### config.mk
export PLATFORM = sky130hd
export DESIGN_NAME = ddr_init_seq
export DESIGN_NICKNAME = d
export VERILOG_FILES = /design/src/rtl/ddr_init_seq.sv
export SDC_FILE = /design/constraint.sdc
export NUM_CORES = 1
export LEC_CHECK = 0
export CORE_MARGIN = 2
export CORE_UTILIZATION = 47
export DETAILED_ROUTE_END_ITERATION = 10
export PLACE_DENSITY = 0.8
export SLEW_MARGIN = 30
export SYNTH_ARGS = -nofsm -noshare
export SYNTH_HDL_FRONTEND = slang
export SYNTH_SLANG_ARGS = --single-unit
### constraint.sdc
create_clock -name core_clk -period 2.6 [get_ports core_clk]
set_clock_uncertainty 0.1 [all_clocks]
set_input_delay 0.52 -clock core_clk [delete_from_list [all_inputs] [get_ports core_clk]]
set_output_delay 0.52 -clock core_clk [all_outputs]
set_load 0.005 [all_outputs]
### src/rtl/ddr_init_seq.sv
// ddr_init_seq: DDR3 power-up / initialisation sequencer.
// Walks the DRAM through reset, CKE enable, MR2/MR3/MR1/MR0 programming and
// ZQ calibration on the DFI command bus, then raises a sticky done flag.
// Every DFI output is a register fed from the current state, so the bus lags
// the state by one cycle and never glitches.
module ddr_init_seq #(
  parameter int T_RESET  = 200,
  parameter int T_CKE    = 500,
  parameter int T_XPR    = 60,
  parameter int T_MRD    = 4,
  parameter int T_MOD    = 12,
  parameter int T_ZQINIT = 512,
  parameter int ADDR_W   = 14,
  parameter int BANK_W   = 3
) (
  input  logic              core_clk,
  input  logic              core_arstn,
  input  logic              ddr_init_start,
  output logic              ddr_init_done,
  input  logic [ADDR_W-1:0] mr0,
  input  logic [ADDR_W-1:0] mr1,
  input  logic [ADDR_W-1:0] mr2,
  input  logic [ADDR_W-1:0] mr3,
  output logic              dfi_reset_n,
  output logic              dfi_cke,
  output logic              dfi_cs_n,
  output logic              dfi_ras_n,
  output logic              dfi_cas_n,
  output logic              dfi_we_n,
  output logic [ADDR_W-1:0] dfi_address,
  output logic [BANK_W-1:0] dfi_bank
);

  localparam int CNT_W = 20;

  // Counter load values: a timed state of N cycles starts at N-1 and exits at 0.
  localparam logic [CNT_W-1:0] LD_RESET  = CNT_W'(T_RESET - 1);
  localparam logic [CNT_W-1:0] LD_CKE    = CNT_W'(T_CKE - 1);
  localparam logic [CNT_W-1:0] LD_XPR    = CNT_W'(T_XPR - 1);
  localparam logic [CNT_W-1:0] LD_MRD    = CNT_W'(T_MRD - 1);
  localparam logic [CNT_W-1:0] LD_MOD    = CNT_W'(T_MOD - 1);
  localparam logic [CNT_W-1:0] LD_ZQINIT = CNT_W'(T_ZQINIT - 1);

  // ZQCL long calibration: A10 high, all other address bits low.
  localparam logic [ADDR_W-1:0] ZQCL_ADDR = ADDR_W'(11'h400);

  // Command encodings as {cs_n, ras_n, cas_n, we_n}.
  localparam logic [3:0] CMD_DES  = 4'b1111;
  localparam logic [3:0] CMD_NOP  = 4'b0111;
  localparam logic [3:0] CMD_MRS  = 4'b0000;
  localparam logic [3:0] CMD_ZQCL = 4'b0110;

  typedef enum logic [3:0] {
    S_IDLE,
    S_RST_HOLD,
    S_CKE_WAIT,
    S_XPR,
    S_MRS,
    S_WAIT,
    S_ZQCL,
    S_ZQWAIT,
    S_DONE
  } state_t;

  state_t             state_q;
  state_t             state_d;
  logic [CNT_W-1:0]   cnt_q;
  logic [CNT_W-1:0]   cnt_d;
  logic [1:0]         idx_q;
  logic [1:0]         idx_d;
  logic               capture;
  logic [ADDR_W-1:0]  mr_cap [4];

  logic               done_nxt;
  logic               reset_n_nxt;
  logic               cke_nxt;
  logic [3:0]         cmd_nxt;
  logic [ADDR_W-1:0]  addr_nxt;
  logic [1:0]         bank_nxt;

  // Position in the MRS sequence -> mode register number (MR2, MR3, MR1, MR0).
  function automatic logic [1:0] mr_of_idx(input logic [1:0] idx);
    logic [1:0] mr;
    case (idx)
      2'd0:    mr = 2'd2;
      2'd1:    mr = 2'd3;
      2'd2:    mr = 2'd1;
      default: mr = 2'd0;
    endcase
    return mr;
  endfunction

  // State, counter and MRS position registers.
  always_ff @(posedge core_clk or negedge core_arstn) begin
    if (!core_arstn) begin
      state_q <= S_IDLE;
      cnt_q   <= '0;
      idx_q   <= '0;
    end else begin
      state_q <= state_d;
      cnt_q   <= cnt_d;
      idx_q   <= idx_d;
    end
  end

  // Mode register snapshot taken as the sequence leaves IDLE; inputs are
  // ignored afterwards so the parent may change them freely.
  always_ff @(posedge core_clk) begin
    if (capture) begin
      mr_cap[0] <= mr0;
      mr_cap[1] <= mr1;
      mr_cap[2] <= mr2;
      mr_cap[3] <= mr3;
    end
  end

  // Next-state logic: each timed state reloads the counter on entry and
  // leaves on the cycle it reads zero.
  always_comb begin
    state_d = state_q;
    cnt_d   = (cnt_q != '0) ? cnt_q - 1'b1 : cnt_q;
    idx_d   = idx_q;
    capture = 1'b0;
    case (state_q)
      S_IDLE: begin
        if (ddr_init_start) begin
          state_d = S_RST_HOLD;
          cnt_d   = LD_RESET;
          idx_d   = 2'd0;
          capture = 1'b1;
        end
      end
      S_RST_HOLD: begin
        if (cnt_q == '0) begin
          state_d = S_CKE_WAIT;
          cnt_d   = LD_CKE;
        end
      end
      S_CKE_WAIT: begin
        if (cnt_q == '0) begin
          state_d = S_XPR;
          cnt_d   = LD_XPR;
        end
      end
      S_XPR: begin
        if (cnt_q == '0) begin
          state_d = S_MRS;
          cnt_d   = '0;
        end
      end
      S_MRS: begin
        // MR0 is last and needs tMOD before the next command; others need tMRD.
        state_d = S_WAIT;
        cnt_d   = (idx_q == 2'd3) ? LD_MOD : LD_MRD;
      end
      S_WAIT: begin
        if (cnt_q == '0) begin
          cnt_d = '0;
          if (idx_q == 2'd3) begin
            state_d = S_ZQCL;
          end else begin
            state_d = S_MRS;
            idx_d   = idx_q + 2'd1;
          end
        end
      end
      S_ZQCL: begin
        state_d = S_ZQWAIT;
        cnt_d   = LD_ZQINIT;
      end
      S_ZQWAIT: begin
        if (cnt_q == '0) begin
          state_d = S_DONE;
          cnt_d   = '0;
        end
      end
      S_DONE: begin
        state_d = S_DONE;
      end
      default: begin
        state_d = S_IDLE;
        cnt_d   = '0;
      end
    endcase
  end

  // DFI bus contents implied by the current state.
  always_comb begin
    done_nxt    = 1'b0;
    reset_n_nxt = 1'b1;
    cke_nxt     = 1'b1;
    cmd_nxt     = CMD_NOP;
    addr_nxt    = '0;
    bank_nxt    = '0;
    case (state_q)
      S_IDLE, S_RST_HOLD: begin
        reset_n_nxt = 1'b0;
        cke_nxt     = 1'b0;
        cmd_nxt     = CMD_DES;
      end
      S_CKE_WAIT: begin
        cke_nxt = 1'b0;
        cmd_nxt = CMD_DES;
      end
      S_MRS: begin
        cmd_nxt  = CMD_MRS;
        bank_nxt = mr_of_idx(idx_q);
        addr_nxt = mr_cap[mr_of_idx(idx_q)];
      end
      S_ZQCL: begin
        cmd_nxt  = CMD_ZQCL;
        addr_nxt = ZQCL_ADDR;
      end
      S_DONE: begin
        done_nxt = 1'b1;
      end
      default: begin
        cmd_nxt = CMD_NOP;
      end
    endcase
  end

  // Output registers; reset puts the bus in DES with the DRAM held in reset.
  always_ff @(posedge core_clk or negedge core_arstn) begin
    if (!core_arstn) begin
      ddr_init_done <= 1'b0;
      dfi_reset_n   <= 1'b0;
      dfi_cke       <= 1'b0;
      dfi_cs_n      <= 1'b1;
      dfi_ras_n     <= 1'b1;
      dfi_cas_n     <= 1'b1;
      dfi_we_n      <= 1'b1;
      dfi_address   <= '0;
      dfi_bank      <= '0;
    end else begin
      ddr_init_done <= done_nxt;
      dfi_reset_n   <= reset_n_nxt;
      dfi_cke       <= cke_nxt;
      dfi_cs_n      <= cmd_nxt[3];
      dfi_ras_n     <= cmd_nxt[2];
      dfi_cas_n     <= cmd_nxt[1];
      dfi_we_n      <= cmd_nxt[0];
      dfi_address   <= addr_nxt;
      dfi_bank      <= BANK_W'(bank_nxt);
    end
  end

endmodule

# [Word level (Yosys, flattened, before mapping)]
# Memories as Yosys holds them, arrays and structs flattened.
# Index checks and enable logic that the tools add are counted.
[totals] register_bits=49 ramBits=56 inputBits=59 word_cells=74 mem_count=1
[op_classes] n_addsub=2 eq_ne=18 mux=31 reduce_logical=10
[mem_list] name="mr_cap" words=4 width=14 read_ports=1 rd_clocked_by_memory_dff=0 write_ports=4 line_no="72" rtl="logic [ADDR_W-1:0] mr_cap [4];"
[op_table] cell="case mux 20 bit (7 select lines)" n=1
[op_table] cell="2-to-1 mux 20 bit" n=5
[op_table] cell="case mux 4 bit (9 select lines)" n=1
[op_table] cell="2-to-1 mux 4 bit" n=7
[op_table] cell="case mux 14 bit (2 select lines)" n=1
[op_table] cell="logical NOT 20 bit" n=1
[op_table] cell="nonzero test 20 bit" n=1
[op_table] cell="subtractor 20 x 1 -> 20 bit, second input constant" n=1
[op_table] cell="== test 4 x 3 -> 1 bit, second input constant" n=4
[op_table] cell="inequality test 2 bit, second input constant" n=7
[op_table] cell="2-to-1 mux 2 bit" n=6
[op_table] cell="case mux 4 bit (3 select lines)" n=1
[op_table] cell="== test 4 x 2 -> 1 bit, second input constant" n=2
[op_table] cell="2-to-1 mux 1 bit" n=7
[op_table] cell="case mux 2 bit (3 select lines)" n=1
[op_table] cell="AND reduction 6 bit" n=1
[op_table] cell="OR reduction 3 bit" n=2
[op_table] cell="== test 2 bit, second input constant" n=2
[op_table] cell="== test 4 x 1 -> 1 bit, second input constant" n=1
[op_table] cell="== test 4 bit, second input constant" n=1
[op_table] cell="logical NOT 4 bit" n=1
[op_table] cell="case mux 2 bit (2 select lines)" n=1
[op_table] cell="AND reduction 4 bit" n=1
[op_table] cell="adder 2 x 1 -> 2 bit, second input constant" n=1
[op_table] cell="4 further kinds" n=4

# [Depth between registers and ports, before layout]
# An unclocked memory read counts as a cell.
[depth] ltp_word=5 mapped_depth=10 depth_no_buf=10

# [Worst setup path after synthesis]
# No wires, ideal clock.
[synth_path] kind="register -> register" start="register cnt_q[9]" end="register cnt_q[0]" t_arrival_ns=2.389 setup_slack_ns=0.028 path_stages_with_launch=10 synth_period_minus_slack_ns=2.572 path_cell_list="dfrtp_1 > nor4_1 > nand3_1 > or4_1 > ha_1 > nor2_1 > nor2_1 > nor2_1 > nor2_1 > o22ai_1"
[synth_via] elab_chain_len=4 word_cells_on_any_way=8
[synth_lines] item="from (decl)" line_no="67" rtl="logic [CNT_W-1:0] cnt_q;"
[synth_lines] item="from (signal assigned)" line_no="101" rtl="cnt_q <= cnt_d;"
[synth_lines] item="nonzero test 20 bit" line_no="121" rtl="cnt_d = (cnt_q != '0) ? cnt_q - 1'b1 : cnt_q;"
[synth_lines] item="2-to-1 mux 20 bit" line_no="121"
[synth_lines] item="2-to-1 mux 20 bit, on equally long branches"
[synth_lines] item="case mux 20 bit (7 select lines) *" line_no="124" rtl="case (state_q)"
[synth_lines] item="named net cnt_d[0]" line_no="68" rtl="logic [CNT_W-1:0] cnt_d;"
# Mark *: on every way through the listed nets, which the timed path passes. The rest lies on a longest branch.
# A chain may end at the register's enable or synchronous reset.

# [Worst setup path after layout]
[layout_path] start="register cnt_q[0]" end="register cnt_q[0]"
[layout_via] elab_chain_len=4 word_cells_on_any_way=9
[layout_lines] item="subtractor 20 x 1 -> 20 bit / nonzero test 20 bit (equally long branches)" line_no="121"
[layout_lines] item="2-to-1 mux 20 bit" line_no="121"
[layout_lines] item="2-to-1 mux 20 bit, on equally long branches"
[layout_lines] item="case mux 20 bit (7 select lines) *" line_no="124"
[layout_lines] item="named net cnt_d[0]" line_no="68"
# Marked as above.

==> results.ini <==
[cts]
cts_num_sinks = 104
cts_tree = built
clk_latency_ns = 0.38
htreeDepth = 3
clkTransAtPathRegs_ns = 0.11
clockBufferDepth = 2
root_buffer = clkbuf_8
post_cts_resize_count = 1
cts_setup_buffers = 0
postCtsHoldBufs = 0
numCtsBuffers = 9

[placed_design]
dp_slack_ns = -0.0252
post-dp-hpwl_mm = 6.86
place.gp.congestion = 0.905
port_buffers = 81
place_inst = 552

[pwr]
p_leak_nw = 2.20
peakVddDrop_mv = 0.398
cellPowerDensity_nw_per_um2 = 501

[synth]
async_reset_ff_share_pct = 46.2
post-synth-top-area-cell = edfxtp_1
yosysTopAreaCellShare_pct = 37.6
ys_types = 52
synth_edf_count = 56
avgSynthCellArea_um2 = 13.5
synth_common_cells = edfxtp_1 (56), dfrtp_1 (45), nor2_1 (37), nor2b_1 (16), nand2_1 (15)
yosysWarnings = 0
synthCells = 332
synth_ff_type = edfxtp_1
synth_most_common_cell = edfxtp_1
ys_ff_latch = 104
ys_top_cells_by_area = edfxtp_1 (38%), dfrtp_1 (25%), mux4_2 (7.0%)
ys_seq_area_share_pct = 64.5
syn_nets = 398
netlist_area_um2 = 4480

[sta]
min_period_ns = 2.48
finalCritPeriodShare_pct = 95.5
hold_viol = 0
rsz0062_at_grt = no
setup_slack_ns = 0.118
slew_violations = 0
setup_viol = 0
slew_headroom_pct = 57.6
tightest_slew_ns = 0.635
timing.fmax_mhz = 403

[detailed_routing]
ant_nets = 0
route.detailed.drc = 0
top_layer = met4
met3_length_um = 646
drt_wl_total_mm = 9.40
wl_met2_mm = 4.93
first_pass_iters = 4
m1WireLength_mm = 3.71
routedWlPerCell_um = 16.5
viasPerCell = 5.32
drt_iter0_drc = 256
num_vias = 3019

[setup_path]
cp.required_ns = 2.79
critPathTopFamily = simple AND/OR/NAND/NOR gates
worstSetupEndpointType = register
startpoint_type = register
cp.arrival_ns = 2.67
max_stage_delay_ns = 0.50
path_class = reg -> reg
cp_common_cell = nor2_1
rrSetupSlack_ns = 0.12
cp_num_buf_inv = 1
critical-path-slowest-cell = or4_4
crit_path_max_fanout = 7
path_cells = inv_2, ha_4, or3b_4, or4_4, ha_1, nor2_1, nor2_1, nor2_1, nor2_1, o22ai_1

[floorplan]
io_pins = 83
die_area_um2 = 10300
die_w_um = 102
initial_utilization_pct = 48.4
coreArea_um2 = 9240
fp.dieH_um = 102
row_count = 35

[global_routing]
track_usage_pct = 20.1
grt_pass1_wl_mm = 15.8
grt-ovfl-total = 0
grt_max_degree = 41
antenna_found_initial = 0
grt_pass1_vias = 3208

[final_layout]
n_antenna_cell = 0
synthToLayoutAreaGrowth_pct = 30.3
instances_no_fill = 568
fin_nets = 500
final_layout_size_suffix_gt1_share_pct = 16.9

[flow_run]
cap_violations = 0

[outcome]
status = finished, final reports clean

[min_path]
hp-class = in -> async

[cell type report]
cell class | count | area [µm²]
clock inverters | 7 | 82.6
well taps | 129 | 161
repair buffers | 104 | 1000
clock buffers | 9 | 124
inverters | 11 | 41.3
flip-flops and latches | 104 | 2890
multi-input cells | 204 | 1530
fillers | 681 | 3410
[cells by family (layout without fill, tap and decap cells)]
family          count (synthesis)  after routing  synth area share [%]
simple gates                  121            121                  14.5
flops                         104            104                  64.5
compound gates                 44             44                  6.37
buf+inv                        24            131                  2.21
xor+xnor                       16             16                  3.13
mux                            15             15                  7.30
fa+ha+maj                       7              7                  1.96
other cells                     1              1                0.0838
[state kept, by name, summed over array words and instances, names as in the netlist]
name,flops
dfi_address,14
mr_cap,56
dfi_bank,2
dfi_reset_n,1
dfi_cs_n,1
state_q,4
dfi_cas_n,1
idx_q,2
dfi_we_n,1
ddr_init_done,1
cnt_q,20
dfi_cke,1
[layout by cell type, fill, tap and decap left out, types with 6 or more instances in the layout]
cell	instances
nor2_1	37
a21oi_1	12
dfrtp_1	45
clkbuf_8	9
inv_1	8
mux4_2	14
clkdlybuf4s50_1	80
xnor2_1	9
nand3_1	13
o21ai_0	9
nand2_1	15
ha_1	6
xor2_1	7
buf_4	21
nor2b_1	16
nor3_1	9
edfxtp_1	56
[where the power goes]
part           switching, W  total (W)  internal [W]  leakage [nW]
Clock              0.000634    0.00102      0.000385         0.104
Combinational     0.0000406   0.000133     0.0000925         0.979
Sequential        0.0000207    0.00177       0.00175          1.12
Total              0.000696    0.00292       0.00223          2.20
[through the flow]
stage	hold slack (ns)	cell area (µm²)	util, %	TNS [ns]	power, W
floorplan	0.124	4480	-	0	0.00182
global placement	0.442	5590	60.5	0	0.00193
detailed placement	0.447	5590	60.5	-0.0252	0.00194
CTS	0.0345	5800	62.7	0	0.00294
global route	0.0659	5830	63.1	0	0.00304
finish	0.0301	5830	63.1	0	0.00292
[metal layers]
layer / track usage (%) / up-vias
li1: - / 1420
met1: 25.6 / 1478
met2: 33.4 / 113
met3: 5.45 / 8
met4: 6.96 / 0
met5: 0 / -
[final timing paths]
| check | cells after the start | to | start |
|---|---|---|---|
| setup reg to reg | 10 | cnt_q[0] | cnt_q[0] |
| hold / removal | 1 | cnt_q[7] | core_arstn |
| max in group asynchronous | 2 | dfi_cs_n | core_arstn |
| min in group core_clk | 2 | cnt_q[18] | cnt_q[18] |
| hold reg to reg | 2 | cnt_q[18] | cnt_q[18] |
| setup / recovery | 10 | cnt_q[0] | cnt_q[0] |
(Power assumes the default switching activity.)
